### src/rtl/regfile_pkg.sv
// Register-file writeback package.
// Shared constants and types for the writeback arbiter and its arbitration core.
//   NUM_REGS  : number of architectural registers
//   REG_AW    : register index width
//   REG_ZERO  : index of the hard-wired zero register (writes are dropped)
//   XLEN_DEF  : default architectural data width
package regfile_pkg;

    localparam int unsigned NUM_REGS = 32;
    localparam int unsigned REG_AW   = 5;
    localparam int unsigned REG_ZERO = 0;
    localparam int unsigned XLEN_DEF = 32;

    typedef logic [REG_AW-1:0] reg_idx_t;

    typedef struct packed {
        logic                valid;
        reg_idx_t            rd;
        logic [XLEN_DEF-1:0] data;
    } wb_req_t;

endpackage

### src/rtl/regfile_wb_arbiter_rr_arbiter.sv
// rr_arbiter: combinational round-robin picker.
// Scans req starting at ptr and wrapping modulo NREQ; the first set bit wins.
// The pointer register lives in the parent.
//   req_i  : request vector
//   ptr_i  : index with highest priority this cycle (must be < NREQ)
//   en_i   : when low no grant is produced
//   gnt_o  : one-hot grant (or zero)
//   idx_o  : encoded index of the granted requester (0 when no grant)
//   any_o  : a grant exists this cycle
module rr_arbiter
    import regfile_pkg::*;
#(
    parameter int unsigned NREQ = 3,
    parameter int unsigned PW   = (NREQ > 1) ? $clog2(NREQ) : 1
) (
    input  logic [NREQ-1:0] req_i,
    input  logic [PW-1:0]   ptr_i,
    input  logic            en_i,
    output logic [NREQ-1:0] gnt_o,
    output logic [PW-1:0]   idx_o,
    output logic            any_o
);

    int unsigned k;

    always_comb begin
        gnt_o = '0;
        idx_o = '0;
        any_o = 1'b0;
        k     = 0;
        for (int unsigned i = 0; i < NREQ; i++) begin
            // Explicit wrap so non-power-of-two NREQ never selects a missing slot.
            k = int'(ptr_i) + i;
            if (k >= NREQ) begin
                k = k - NREQ;
            end
            if (en_i && !any_o && req_i[k]) begin
                gnt_o[k] = 1'b1;
                idx_o    = PW'(k);
                any_o    = 1'b1;
            end
        end
    end

endmodule

### src/rtl/regfile_wb_arbiter.sv
// regfile_wb_arbiter: shares the single register-file write port among NREQ
// writeback requesters using round-robin arbitration and valid/ready handshakes.
// The winning write is registered and presented on rf_* one cycle after accept.
//   clk_i        : clock
//   rst_ni       : asynchronous active-low reset
//   req_valid_i  : per-requester write request
//   req_rd_i     : packed destination indices, requester k at [k*REG_AW +: REG_AW]
//   req_data_i   : packed write data, requester k at [k*XLEN +: XLEN]
//   req_ready_o  : one-hot combinational grant
//   hold_i       : blocks new grants; the registered write still drains
//   rf_we_o      : register-file write enable (never set for x0)
//   rf_rd_o      : register-file write index
//   rf_data_o    : register-file write data
//   busy_o       : a write is on the port or a request is pending
// Optional (macro REGFILE_WB_BYPASS_EN): read-during-write forwarding mux
//   byp_rs1_i/byp_rs2_i, rf_op1_i/rf_op2_i in; byp_op1_o/byp_op2_o out.
module regfile_wb_arbiter #(
    parameter int unsigned XLEN   = 32,
    parameter int unsigned NREQ   = 3,
    parameter int unsigned REG_AW = regfile_pkg::REG_AW
) (
    input  logic                   clk_i,
    input  logic                   rst_ni,
    input  logic [NREQ-1:0]        req_valid_i,
    input  logic [NREQ*REG_AW-1:0] req_rd_i,
    input  logic [NREQ*XLEN-1:0]   req_data_i,
    output logic [NREQ-1:0]        req_ready_o,
    input  logic                   hold_i,
    output logic                   rf_we_o,
    output logic [REG_AW-1:0]      rf_rd_o,
    output logic [XLEN-1:0]        rf_data_o,
    output logic                   busy_o
`ifdef REGFILE_WB_BYPASS_EN
   ,input  logic [REG_AW-1:0]      byp_rs1_i,
    input  logic [REG_AW-1:0]      byp_rs2_i,
    input  logic [XLEN-1:0]        rf_op1_i,
    input  logic [XLEN-1:0]        rf_op2_i,
    output logic [XLEN-1:0]        byp_op1_o,
    output logic [XLEN-1:0]        byp_op2_o
`endif
);

    import regfile_pkg::*;

    localparam int unsigned PW = (NREQ > 1) ? $clog2(NREQ) : 1;

    logic [PW-1:0]     ptr_q;
    logic [NREQ-1:0]   gnt;
    logic [PW-1:0]     gnt_idx;
    logic              gnt_any;
    logic [REG_AW-1:0] sel_rd;
    logic [XLEN-1:0]   sel_data;
    logic              rf_we_q;
    logic [REG_AW-1:0] rf_rd_q;
    logic [XLEN-1:0]   rf_data_q;

    // Gating with rst_ni keeps ready low for the whole reset window.
    rr_arbiter #(
        .NREQ (NREQ),
        .PW   (PW)
    ) u_rr_arbiter (
        .req_i (req_valid_i),
        .ptr_i (ptr_q),
        .en_i  (~hold_i & rst_ni),
        .gnt_o (gnt),
        .idx_o (gnt_idx),
        .any_o (gnt_any)
    );

    // One-hot grant mux with constant slice bases.
    always_comb begin
        sel_rd   = '0;
        sel_data = '0;
        for (int unsigned k = 0; k < NREQ; k++) begin
            if (gnt[k]) begin
                sel_rd   = req_rd_i[k*REG_AW +: REG_AW];
                sel_data = req_data_i[k*XLEN +: XLEN];
            end
        end
    end

    always_ff @(posedge clk_i or negedge rst_ni) begin
        if (!rst_ni) begin
            ptr_q     <= '0;
            rf_we_q   <= 1'b0;
            rf_rd_q   <= '0;
            rf_data_q <= '0;
        end else if (gnt_any) begin
            rf_rd_q   <= sel_rd;
            rf_data_q <= sel_data;
            // x0 writes complete the handshake but never reach the register file.
            rf_we_q   <= (sel_rd != REG_AW'(REG_ZERO));
            ptr_q     <= (gnt_idx == PW'(NREQ - 1)) ? '0 : gnt_idx + 1'b1;
        end else begin
            rf_we_q   <= 1'b0;
        end
    end

    assign req_ready_o = gnt;
    assign rf_we_o     = rf_we_q;
    assign rf_rd_o     = rf_rd_q;
    assign rf_data_o   = rf_data_q;
    assign busy_o      = rf_we_q | (|req_valid_i);

`ifdef REGFILE_WB_BYPASS_EN
    // The register file still returns the old value in the cycle it commits,
    // so forward the pending write. x0 is never forwarded.
    always_comb begin
        byp_op1_o = rf_op1_i;
        byp_op2_o = rf_op2_i;
        if (rf_we_q && (rf_rd_q == byp_rs1_i) && (byp_rs1_i != REG_AW'(REG_ZERO))) begin
            byp_op1_o = rf_data_q;
        end
        if (rf_we_q && (rf_rd_q == byp_rs2_i) && (byp_rs2_i != REG_AW'(REG_ZERO))) begin
            byp_op2_o = rf_data_q;
        end
    end
`endif

endmodule

### config.mk
export PLATFORM = sky130hd
export DESIGN_NAME = regfile_wb_arbiter
export DESIGN_NICKNAME = d
export VERILOG_FILES = /design/src/rtl/regfile_pkg.sv /design/src/rtl/regfile_wb_arbiter_rr_arbiter.sv /design/src/rtl/regfile_wb_arbiter.sv
export SDC_FILE = /design/constraint.sdc
export NUM_CORES = 1
export LEC_CHECK = 0
export ABC_CLOCK_PERIOD_IN_PS = 8900
export BUFFER_PORTS_ARGS = -buffer_cell sky130_fd_sc_hd__buf_4
export CORE_AREA = 4 4 81 83
export DETAILED_ROUTE_END_ITERATION = 10
export DIE_AREA = 0 0 85 87
export GPL_ROUTABILITY_DRIVEN = 0
export PLACE_DENSITY = 0.81
export REMOVE_ABC_BUFFERS = 1
export SLEW_MARGIN = 20
export SYNTH_ARGS = -nofsm -noshare
export SYNTH_HDL_FRONTEND = slang
export SYNTH_HIERARCHICAL = 1
export SYNTH_SLANG_ARGS = --single-unit
### constraint.sdc
create_clock -name clk_i -period 8.9 [get_ports clk_i]
set_clock_uncertainty 0.15 [all_clocks]
set_input_delay 0.89 -clock clk_i [delete_from_list [all_inputs] [get_ports clk_i]]
set_output_delay 0.89 -clock clk_i [all_outputs]
set_load 0.01 [all_outputs]
==> results of run 1 <==
synth_stat cells, drive strengths merged:
cell type / instances / area share [%]
a31oi: 1 / 0.25
nand2b: 2 / 0.49
o21ai: 39 / 7.6
nor4bb: 1 / 0.98
o2bb2ai: 1 / 0.34
buf: 9 / 2.7
and4b: 1 / 0.39
clkbuf: 14 / 2.1
ha: 4 / 2.0
nand3b: 6 / 1.8
o31a: 1 / 0.34
or3b: 1 / 0.34
mux2: 38 / 17
o21a: 1 / 0.29
a21boi: 1 / 0.29
nor2b: 6 / 1.5
a21oi: 10 / 2.1
inv: 4 / 0.59
nand3: 2 / 0.39
a2bb2oi: 1 / 0.59
nor2: 1 / 0.15
mux2i: 5 / 2.3
or4: 2 / 0.59
a32o: 2 / 0.78
dfrtp: 40 / 39
nand2: 36 / 5.3
a22oi: 34 / 10
sequential cells by signal, summed over array words and instances, names as in the netlist:
| signal | cells |
|---|---|
| rf_we_o | 1 |
| ptr_q | 2 |
| rf_rd_o | 5 |
| rf_data_o | 32 |
layer usage:
layer	share of wire (%)	global-route usage [%]	vias up
met2	51	36.09	100
met1	38	22.67	1212
met4	1.5	5.468	0
met3	8.9	6.623	10
met5	0	0	-
li1	-	-	1262
power groups by stage:
stage | clock (mW) | sequential, mW | combinational [mW]
6_report | 0.118 | 0.321 | 0.651
5_1_grt | 0.130 | 0.334 | 0.714
4_1_cts | 0.124 | 0.322 | 0.658
3_5_place_dp | 0 | 0.324 | 0.657
3_3_place_gp | 0 | 0.320 | 0.634
2_1_floorplan | 0 | 0.360 | 0.337
cells by family (layout without fill, tap and decap cells):
family          Yosys count  in the layout  synth area share (%)
flops                    40             40                 39.20
mux                      43             43                 19.01
compound gates           91             91                 22.64
simple gates             58             58                 11.86
fa+ha+maj                 4              4                 1.960
buf+inv                  27            174                 5.340
worst max-delay path, cell delays in order:
cell and delay (ps):
buf_4 420, nor2b_1 520, and4b_1 280, a21oi_1 100
a22oi_2 540, buf_4 440, buf_4 190
how the worst max path moves through the flow:
stage	startpoint	to	depth (start not counted)
final	rst_ni	req_ready_o[2]	7
after global routing	rst_ni	req_ready_o[1]	6
after global placement	rst_ni	req_ready_o[2]	7
after CTS	rst_ni	req_ready_o[1]	6
after detailed placement	rst_ni	rf_data_o[11]	10
after floorplan	rst_ni	rf_we_o	8
layout make-up:
class	instances	area, um2
Timing Repair Buffer	162	1220
Clock buffer	7	76.32
Fill cell	497	2011
Sequential cell	40	1001
Multi-Input combinational cell	196	1425
Inverter	4	15.01
Tap cell	75	93.84
Clock inverter	1	8.758
through the flow:
| step | setup slack (ps) | area (um2) | util [%] |
|---|---|---|---|
| 6_report | 4443 | 3840 | 65.63 |
| 5_1_grt | 4169 | 3840 | 65.63 |
| 4_1_cts | 4414 | 3840 | 65.63 |
| 3_5_place_dp | 4360 | 3755 | 64.18 |
| 3_3_place_gp | 4005 | 3744 | 63.99 |
| 2_1_floorplan | 3339 | 2432 | - |
==> insert_results.sql, run 1 <==
INSERT INTO impl_metrics (metric_group, metric, value, unit) VALUES
('power_and_ir_drop', 'pwr-share-comb', '59.8', '%'),
('timing', 'layout_min_cycle_time', '4457', 'ps'),
('die', 'boundaryPins', '159', ''),
('placement', 'detailedPlacementHpwl', '5854', 'um'),
('die', 'die_h', '87', 'um'),
('placement', 'number_of_buffers_inserted_by_port_buffering', '158', ''),
('clock_tree', 'clkLatencyLatePin', '280', 'ps'),
('die', 'rows', '28', ''),
('detailed_routing', 'drt-initial-drc-count', '84', ''),
('run', 'drv_cap', '0', ''),
('power_and_ir_drop', 'share_seq_of_total_power', '29.4', '%'),
('layout', 'nNetsFinal', '530', ''),
('critical_path', 'timing.critical_path.required', '7860', 'ps'),
('critical_path', 'rr_worst_depth', '12', ''),
('clock_tree', 'path_clk_slew', '70', 'ps'),
('timing', 'hold_slack', '360.5', 'ps'),
('timing', 'setup_viol', '0', ''),
('layout', 'fraction_of_layout_cells_with_a_size_suffix_above_1', '52.20', '%'),
('timing', 'totalNegativeSetupSlack', '0', 'ps'),
('synth', 'syn-mean-instance-area', '9.710', 'um2'),
('critical_path', 'crit_arrival', '3420', 'ps'),
('synth', 'synthesis.yosys.warnings', '6', ''),
('power_and_ir_drop', 'total_power', '1.089', 'mW'),
('synth', 'synthCells', '263', ''),
('synth', 'synth_seq_area_share', '39.20', '%'),
('detailed_routing', 'drc', '0', ''),
('power_and_ir_drop', 'power_frac_clock', '10.8', '%'),
('grt', 'groute.usage.overall', '20.03', '%'),
('timing', 'max_clock_freq', '0.2244', 'GHz'),
('die', 'chipWidth', '85', 'um'),
('power_and_ir_drop', 'vdd_drop_max', '0.0001689', 'V'),
('power_and_ir_drop', 'p_switching', '430.3', 'uW'),
('power_and_ir_drop', 'total_leakage_power', '1.840', 'nW'),
('clock_tree', 'cts_num_sinks', '40', ''),
('die', 'initial_core_util', '43.65', '%'),
('timing', 'period_share', '50.08', '%'),
('critical_path', 'critical_path.endpoint_type', 'output port', ''),
('timing', 'final_hold_viol_count', '0', ''),
('layout', 'synthToLayoutAreaGrowth', '50.37', '%'),
('power_and_ir_drop', 'sw_frac_of_total', '39.50', '%'),
('synth', 'post_synth_instance_area', '2554', 'um2'),
('timing', 'slew_viol_final', '0', ''),
('grt', 'grt_overflow_total', '0', ''),
('clock_tree', 'postCtsSetupBuffers', '0', ''),
('power_and_ir_drop', 'power_density_over_cell_area', '283.7', 'nW/um2'),
('clock_tree', 'ctsHtreeMaxLevel', '2', ''),
('clock_tree', 'ctsResizeCount', '0', ''),
('run_status', 'outcome', 'complete, no violations', ''),
('placement', 'place.detailed.instances', '477', ''),
('layout', 'layout_commonest_cell', 'buf_4', ''),
('critical_path', 'reg2reg_from', 'ptr_q[1]', ''),
('clock_tree', 'tritoncts_clock_tree', 'built', ''),
('timing', 'setup_repair_after_global_routing_missed_its_margin', 'false', ''),
('min_path', 'min_path_cells', '1', ''),
('clock_tree', 'cts-root-buf', 'clkbuf_8', ''),
('clock_tree', 'total_clock_buffers_created_by_cts', '5', ''),
('layout', 'antenna_cells_inserted', '0', ''),
('layout', 'finalNonFillerCells', '485', ''),
('detailed_routing', 'avgRoutedWirePerCell', '15.57', 'um'),
('timing', 'worstMarginPinSlew', '971.3', 'ps'),
('layout', 'final_cell_mix', '161 x buf_4, 40 x dfrtp_1, 38 x mux2_2, 36 x nand2_1, 33 x a22oi_1', ''),
('critical_path', 'reg2reg_setup_slack', '4980', 'ps'),
('grt', 'first_global_vias', '2716', ''),
('synth', 'synthDistinctLibCells', '32', ''),
('grt', 'wire_length_of_the_first_global_routing_pass', '12080', 'um'),
('grt', 'grt_start_max_net_pins', '42', ''),
('die', 'core', '5851', 'um2'),
('detailed_routing', 'drt_pass1_iterations', '5', ''),
('critical_path', 'crit_path_start_kind', 'primary input', ''),
('detailed_routing', 'finalWirelength', '7552', 'um'),
('power_and_ir_drop', 'internal-power', '659.1', 'uW');
Note: power is estimated with default switching activity, not from simulation.
==> inputs of run 2 (changes only) <==
Settings changed: ABC_CLOCK_PERIOD_IN_PS 8900 to 4400, CORE_AREA 4 4 81 83 to 4 4 83 85, DIE_AREA 0 0 85 87 to 0 0 87 89, PLACE_DENSITY 0.81 to 0.78.
Clock period 8.9 ns to 4.4 ns, I/O delays scaled along.
==> run 2 against run 1 <==
Compared with the run above: final area is 0.85% higher; first-iteration DRC count is 2.4% lower; sequential power is 100% higher; critical path depth is 1 higher; count of clock-buffer cells in the layout is 1 lower; via count is 0.97% higher; non-clock buffer count is 3 higher; wire length is 1.8% higher; global-route usage is 0.61 points lower; clock power is 120% higher; register-to-register slack worse by 4000 ps; critical path type is now flop to output port; largest cell class unchanged.
==> insert_results.sql, run 2 (synthesis results as in run 1) <==
INSERT INTO impl_metrics (metric_group, metric, value, unit) VALUES
('layout', 'finalInstanceArea', '3872', 'um2'),
('detailed_routing', 'avgRoutedWirePerCell', '15.69', 'um'),
('timing', 'layout_min_cycle_time', '3604', 'ps'),
('clock_tree', 'cts-root-buf', 'clkbuf_8', ''),
('timing', 'max_clock_freq', '0.2775', 'GHz'),
('grt', 'wire_length_of_the_first_global_routing_pass', '11940', 'um'),
('layout', 'layout_commonest_cell', 'buf_4', ''),
('detailed_routing', 'detailroute.via_count', '2609', ''),
('layout', 'fraction_of_layout_cells_with_a_size_suffix_above_1', '53.03', '%'),
('die', 'rows', '29', ''),
('detailed_routing', 'finalWirelength', '7690', 'um'),
('clock_tree', 'cts.hold.buffers_added', '0', ''),
('detailed_routing', 'detail_route.vias_per_cell', '5.324', ''),
('grt', 'initial_antenna_violation_count', '0', ''),
('critical_path', 'crit_path_cell_trace', 'inv_1 -> ha_1 -> mux2i_2 -> mux2i_2 -> nor4bb_4 -> a32o_1 -> buf_4 -> buf_4', ''),
('die', 'chipWidth', '87', 'um'),
('critical_path', 'cp_top_family', 'buffers and inverters', ''),
('critical_path', 'startpoint', 'ptr_q[1]', ''),
('timing', 'worstMarginPinSlew', '1001', 'ps'),
('clock_tree', 'cts_num_sinks', '40', ''),
('die', 'die_h', '89', 'um'),
('critical_path', 'rr_worst_depth', '10', ''),
('die', 'core', '6205', 'um2'),
('critical_path', 'timing.critical_path.required', '3810', 'ps'),
('timing', 'totalNegativeSetupSlack', '0', 'ps'),
('layout', 'antenna_cells_inserted', '0', ''),
('detailed_routing', 'drt_pass1_iterations', '4', ''),
('run', 'drv_cap', '0', ''),
('critical_path', 'cp-endpoint', 'req_ready_o[1]', ''),
('clock_tree', 'clkLatencyLatePin', '280', 'ps'),
('timing', 'hold_slack', '78.25', 'ps'),
('clock_tree', 'tritoncts_clock_tree', 'built', ''),
('critical_path', 'reg2reg_setup_slack', '950', 'ps'),
('critical_path', 'critical_path.reg2reg.endpoint', 'rf_we_o', ''),
('layout', 'synthToLayoutAreaGrowth', '51.64', '%'),
('critical_path', 'reg2reg_from', 'ptr_q[1]', ''),
('timing', 'slew_viol_final', '0', ''),
('detailed_routing', 'drc', '0', ''),
('detailed_routing', 'drt-initial-drc-count', '82', ''),
('critical_path', 'worst-path-max-fanout', '18', ''),
('die', 'die-area', '7743', 'um2'),
('timing', 'relSlewSlack', '33.29', '%'),
('timing', 'setup_repair_after_global_routing_missed_its_margin', 'false', ''),
('layout', 'final.fill_count', '525', ''),
('clock_tree', 'path_clk_slew', '80', 'ps'),
('critical_path', 'crit_arrival', '3010', 'ps'),
('power_and_ir_drop', 'power_density_over_cell_area', '577.4', 'nW/um2'),
('die', 'initial_core_util', '41.16', '%'),
('placement', 'detailedPlacementHpwl', '5999', 'um'),
('grt', 'grt_overflow_total', '0', ''),
('clock_tree', 'ctsHtreeMaxLevel', '2', ''),
('power_and_ir_drop', 'total_leakage_power', '1.863', 'nW'),
('critical_path', 'cp.buffers_inverters', '3', ''),
('timing', 'period_share', '81.91', '%'),
('critical_path', 'timing.critical_path.slowest_cell_delay', '570', 'ps'),
('critical_path', 'cpMaxStageDelayCell', 'a32o_1', ''),
('grt', 'groute.usage.overall', '19.42', '%'),
('detailed_routing', 'detail-route-antenna-nets', '0', ''),
('min_path', 'hold_path.class', 'primary input to async pin', ''),
('critical_path', 'worstSetupPathDepth', '8', ''),
('layout', 'final_cell_mix', '165 x buf_4, 40 x dfrtp_1, 38 x mux2_2, 36 x nand2_1, 33 x a22oi_1', ''),
('layout', 'largest_reg_flops', '32', ''),
('clock_tree', 'total_clock_buffers_created_by_cts', '5', ''),
('placement', 'placedInstanceArea', '3776', 'um2'),
('die', 'boundaryPins', '159', ''),
('layout', 'nNetsFinal', '533', ''),
('grt', 'grt_start_max_net_pins', '42', ''),
('run_status', 'outcome', 'complete, no violations', ''),
('clock_tree', 'ctsResizeCount', '0', ''),
('critical_path', 'critical_path.endpoint_type', 'output port', ''),
('clock_tree', 'postCtsSetupBuffers', '0', ''),
('power_and_ir_drop', 'vdd_drop_max', '0.0003403', 'V'),
('critical_path', 'crit_path_start_kind', 'flop', ''),
('power_and_ir_drop', 'total_power', '2.236', 'mW'),
('timing', 'final_hold_viol_count', '0', ''),
('clock_tree', 'cts_buffer_depth', '2', ''),
('grt', 'first_global_vias', '2496', ''),
('critical_path', 'path_class', 'flop to output port', ''),
('timing', 'setup_viol', '0', ''),
('placement', 'number_of_buffers_inserted_by_port_buffering', '158', '');
[run 2: through the flow]
| stage | std cells | setup slack (ps) | util (%) |
|---|---|---|---|
| 5_1_grt | 490 | 635.0 | 62.41 |
| 4_1_cts | 490 | 823.1 | 62.41 |
| 6_report | 490 | 796.1 | 62.41 |
| 3_5_place_dp | 482 | 1009 | 60.86 |
| 2_1_floorplan | 240 | -887.4 | - |
| 3_3_place_gp | 482 | 1140 | 60.86 |
[run 2: cell type report]
cell class | instances | area (um2) | share of cell area (%)
inverter | 4 | 15.01 | 0.3877
tap | 77 | 96.34 | 2.488
clock buffer | 6 | 82.58 | 2.132
timing repair buffer | 165 | 1239 | 31.99
multi-input combinational | 196 | 1425 | 36.80
clock inverter | 2 | 13.76 | 0.3554
sequential | 40 | 1001 | 25.85
[run 2: worst min path at each step]
| stage | start | endpoint | cells after the start |
|---|---|---|---|
| 6_report | rst_ni | rf_we_o | 2 |
| 3_3_place_gp | rf_data_o[23] | rf_data_o[23] | 1 |
| 3_5_place_dp | rf_data_o[6] | rf_data_o[6] | 1 |
| 4_1_cts | rst_ni | rf_data_o[21] | 2 |
| 5_1_grt | rst_ni | rf_data_o[25] | 2 |
| 2_1_floorplan | rst_ni | ptr_q[0] | 0 |
[run 2: power breakdown]
group	internal, mW	switching (mW)	total, mW	leakage [nW]
Clock	0.128	0.131	0.259	0.0516
Combinational	0.677	0.649	1.33	1.30
Sequential	0.549	0.101	0.650	0.512
Total	1.36	0.881	2.24	1.86
[run 2: worst register-to-register path: stages, from the launching register on]
cell and delay (ps):
dfrtp_1 420, inv_1 90, ha_1 320, mux2i_2 290, mux2i_2 180, nor4bb_4 350, a32o_1 570, nand3b_1 200
a21oi_1 80, or4_1 520, o21a_1 180
[run 2: per-layer routing]
metal | vias to the layer above | routed length [um] | track usage [%]
met5 | - | 0 | 0
met4 | 0 | 164 | 6.232
met3 | 13 | 774 | 5.899
met2 | 134 | 3769 | 33.33
met1 | 1198 | 2982 | 23.33
li1 | 1264 | - | -
==> inputs of run 3 (changes only) <==
Settings changed: ABC_CLOCK_PERIOD_IN_PS 4400 to 3600.
Clock period 4.4 ns to 3.6 ns, I/O delays scaled along.
==> run 3 against run 2 <==
Compared with the run above: the flow now finishes with violations (negative hold slack); clock power is 14% higher; utilization is 0.14 points higher; global-route usage is 0.74 points higher; final area is 0.23% higher; critical path depth stayed put; critical path type unchanged.
==> insert_results.sql, run 3 (synthesis results as in run 1) <==
INSERT INTO impl_metrics (metric_group, metric, value, unit) VALUES
('placement', 'place_ws', '364.3', 'ps'),
('die', 'chipWidth', '87', 'um'),
('die', 'die-area', '7743', 'um2'),
('critical_path', 'crit_arrival', '2860', 'ps'),
('timing', 'totalNegativeSetupSlack', '0', 'ps'),
('detailed_routing', 'finalWirelength', '7877', 'um'),
('layout', 'fraction_of_layout_cells_with_a_size_suffix_above_1', '52.66', '%'),
('critical_path', 'crit_path_start_kind', 'flop', ''),
('die', 'rows', '29', ''),
('grt', 'grt_start_max_net_pins', '41', ''),
('layout', 'largest_reg_flops', '32', ''),
('layout', 'layout_commonest_cell', 'buf_4', ''),
('timing', 'relSlewSlack', '59.66', '%'),
('placement', 'number_of_buffers_inserted_by_port_buffering', '158', ''),
('critical_path', 'cpMaxStageDelayCell', 'mux2i_1', ''),
('critical_path', 'timing.critical_path.slowest_cell_delay', '430', 'ps'),
('die', 'boundaryPins', '159', ''),
('timing', 'final_hold_viol_count', '24', ''),
('detailed_routing', 'detail_route.vias_per_cell', '5.271', ''),
('placement', 'placedInstanceArea', '3796', 'um2'),
('critical_path', 'critical_path.endpoint_type', 'output port', ''),
('critical_path', 'crit_path_cell_trace', 'inv_1 -> ha_1 -> inv_1 -> mux2i_1 -> nand3_1 -> a22oi_2 -> buf_4 -> buf_4', ''),
('layout', 'finalNonFillerCells', '491', ''),
('layout', 'synthToLayoutAreaGrowth', '51.98', '%'),
('run_status', 'outcome', 'finished, violations left', ''),
('layout', 'antenna_cells_inserted', '0', ''),
('grt', 'groute.usage.overall', '20.16', '%'),
('critical_path', 'timing.critical_path.required', '3090', 'ps'),
('timing', 'post-route-worst-setup-slack', '225.2', 'ps'),
('run_status', 'failed_checks', 'negative hold slack', ''),
('critical_path', 'reg2reg_from', 'ptr_q[0]', ''),
('placement', 'detailedPlacementHpwl', '6223', 'um'),
('clock_tree', 'path_clk_slew', '80', 'ps'),
('clock_tree', 'tritoncts_clock_tree', 'built', ''),
('critical_path', 'startpoint', 'ptr_q[0]', ''),
('timing', 'max_clock_freq', '0.2963', 'GHz'),
('timing', 'hold_slack', '-15.86', 'ps'),
('layout', 'nNetsFinal', '534', ''),
('clock_tree', 'cts-root-buf', 'clkbuf_8', ''),
('layout', 'final_cell_mix', '165 x buf_4, 40 x dfrtp_1, 38 x mux2_2, 36 x nand2_1, 33 x a22oi_1', ''),
('clock_tree', 'clkLatencyLatePin', '280', 'ps'),
('detailed_routing', 'drt_pass1_iterations', '4', ''),
('detailed_routing', 'detail-route-antenna-nets', '0', ''),
('timing', 'worstMarginPinSlew', '603.9', 'ps'),
('clock_tree', 'total_clock_buffers_created_by_cts', '5', ''),
('run', 'drv_cap', '0', ''),
('timing', 'slew_viol_final', '0', ''),
('clock_tree', 'cts_num_sinks', '40', ''),
('layout', 'finalInstanceArea', '3881', 'um2'),
('die', 'die_h', '89', 'um'),
('timing', 'period_share', '93.74', '%'),
('clock_tree', 'ctsHtreeMaxLevel', '2', ''),
('detailed_routing', 'drc', '0', ''),
('detailed_routing', 'avgRoutedWirePerCell', '16.04', 'um'),
('placement', 'place.detailed.instances', '483', ''),
('timing', 'setup_repair_after_global_routing_missed_its_margin', 'false', ''),
('layout', 'share_of_the_core_filled_with_cells', '62.55', '%'),
('grt', 'wire_length_of_the_first_global_routing_pass', '12320', 'um'),
('critical_path', 'worst-path-max-fanout', '35', ''),
('power_and_ir_drop', 'total_leakage_power', '1.863', 'nW'),
('die', 'initial_core_util', '41.16', '%'),
('clock_tree', 'cts_buffer_depth', '2', ''),
('clock_tree', 'cts.hold.buffers_added', '0', ''),
('power_and_ir_drop', 'vdd_drop_max', '0.0003260', 'V'),
('clock_tree', 'ctsResizeCount', '0', ''),
('clock_tree', 'postCtsSetupBuffers', '0', ''),
('detailed_routing', 'drt-initial-drc-count', '116', ''),
('die', 'core', '6205', 'um2'),
('power_and_ir_drop', 'total_power', '2.728', 'mW'),
('timing', 'setup_viol', '0', ''),
('power_and_ir_drop', 'power_density_over_cell_area', '702.9', 'nW/um2'),
('critical_path', 'path_class', 'flop to output port', ''),
('detailed_routing', 'detailroute.via_count', '2588', ''),
('grt', 'grt_overflow_total', '0', ''),
('timing', 'layout_min_cycle_time', '3375', 'ps'),
('grt', 'initial_antenna_violation_count', '0', ''),
('min_path', 'hold_path.class', 'primary input to async pin', ''),
('grt', 'first_global_vias', '2614', '');
-- run 3: cell types whose count changed in the layout (fill, tap and decap cells not counted) --
cell | previous run | this run
clkbuf_8 | 6 | 5
buf_12 | 0 | 1
clkinv_2 | 1 | 0
clkbuf_1 | 0 | 2
inv_6 | 1 | 0
clkinv_4 | 0 | 1
-- run 3: path summary, 6_finish.rpt --
kind	cells past startpoint	slack, ps	end
setup reg to reg	11	320	rf_we_o
hold reg to reg	1	360	rf_data_o[24]
max in group asynchronous	2	2950	rf_data_o[24]
min in group clk_i	4	260	rf_data_o[4]
setup / recovery	8	230	req_ready_o[2]
hold / removal	2	-20	rf_data_o[27]
-- run 3: critical path: cells and delay by family, from the launching register on --
kind	cells	cell delay [ps]
buf+inv	4	780
mux	1	430
simple gates	1	150
compound gates	1	410
fa+ha+maj	1	390
flops	1	400
-- run 3: cell type report --
type,count,area [um2]
clock inverters,1,8.758
multi-input cells,196,1425
flip-flops and latches,40,1001
fillers,559,2323
well taps,77,96.34
repair buffers,166,1259
clock buffers,7,76.32
inverters,4,15.01
-- run 3: layer usage --
metal,GRT usage (%),routed length [um],vias up
li1,-,-,1267
met1,24.48,3136,1197
met2,35.27,3922,116
met3,5.253,717,8
met4,5.807,102,0
met5,0,0,-
-- run 3: power by group --
group | leakage [nW] | switching [mW] | internal (mW)
combinational | 1.31 | 0.801 | 0.834
sequential | 0.512 | 0.125 | 0.672
clock | 0.0424 | 0.156 | 0.139
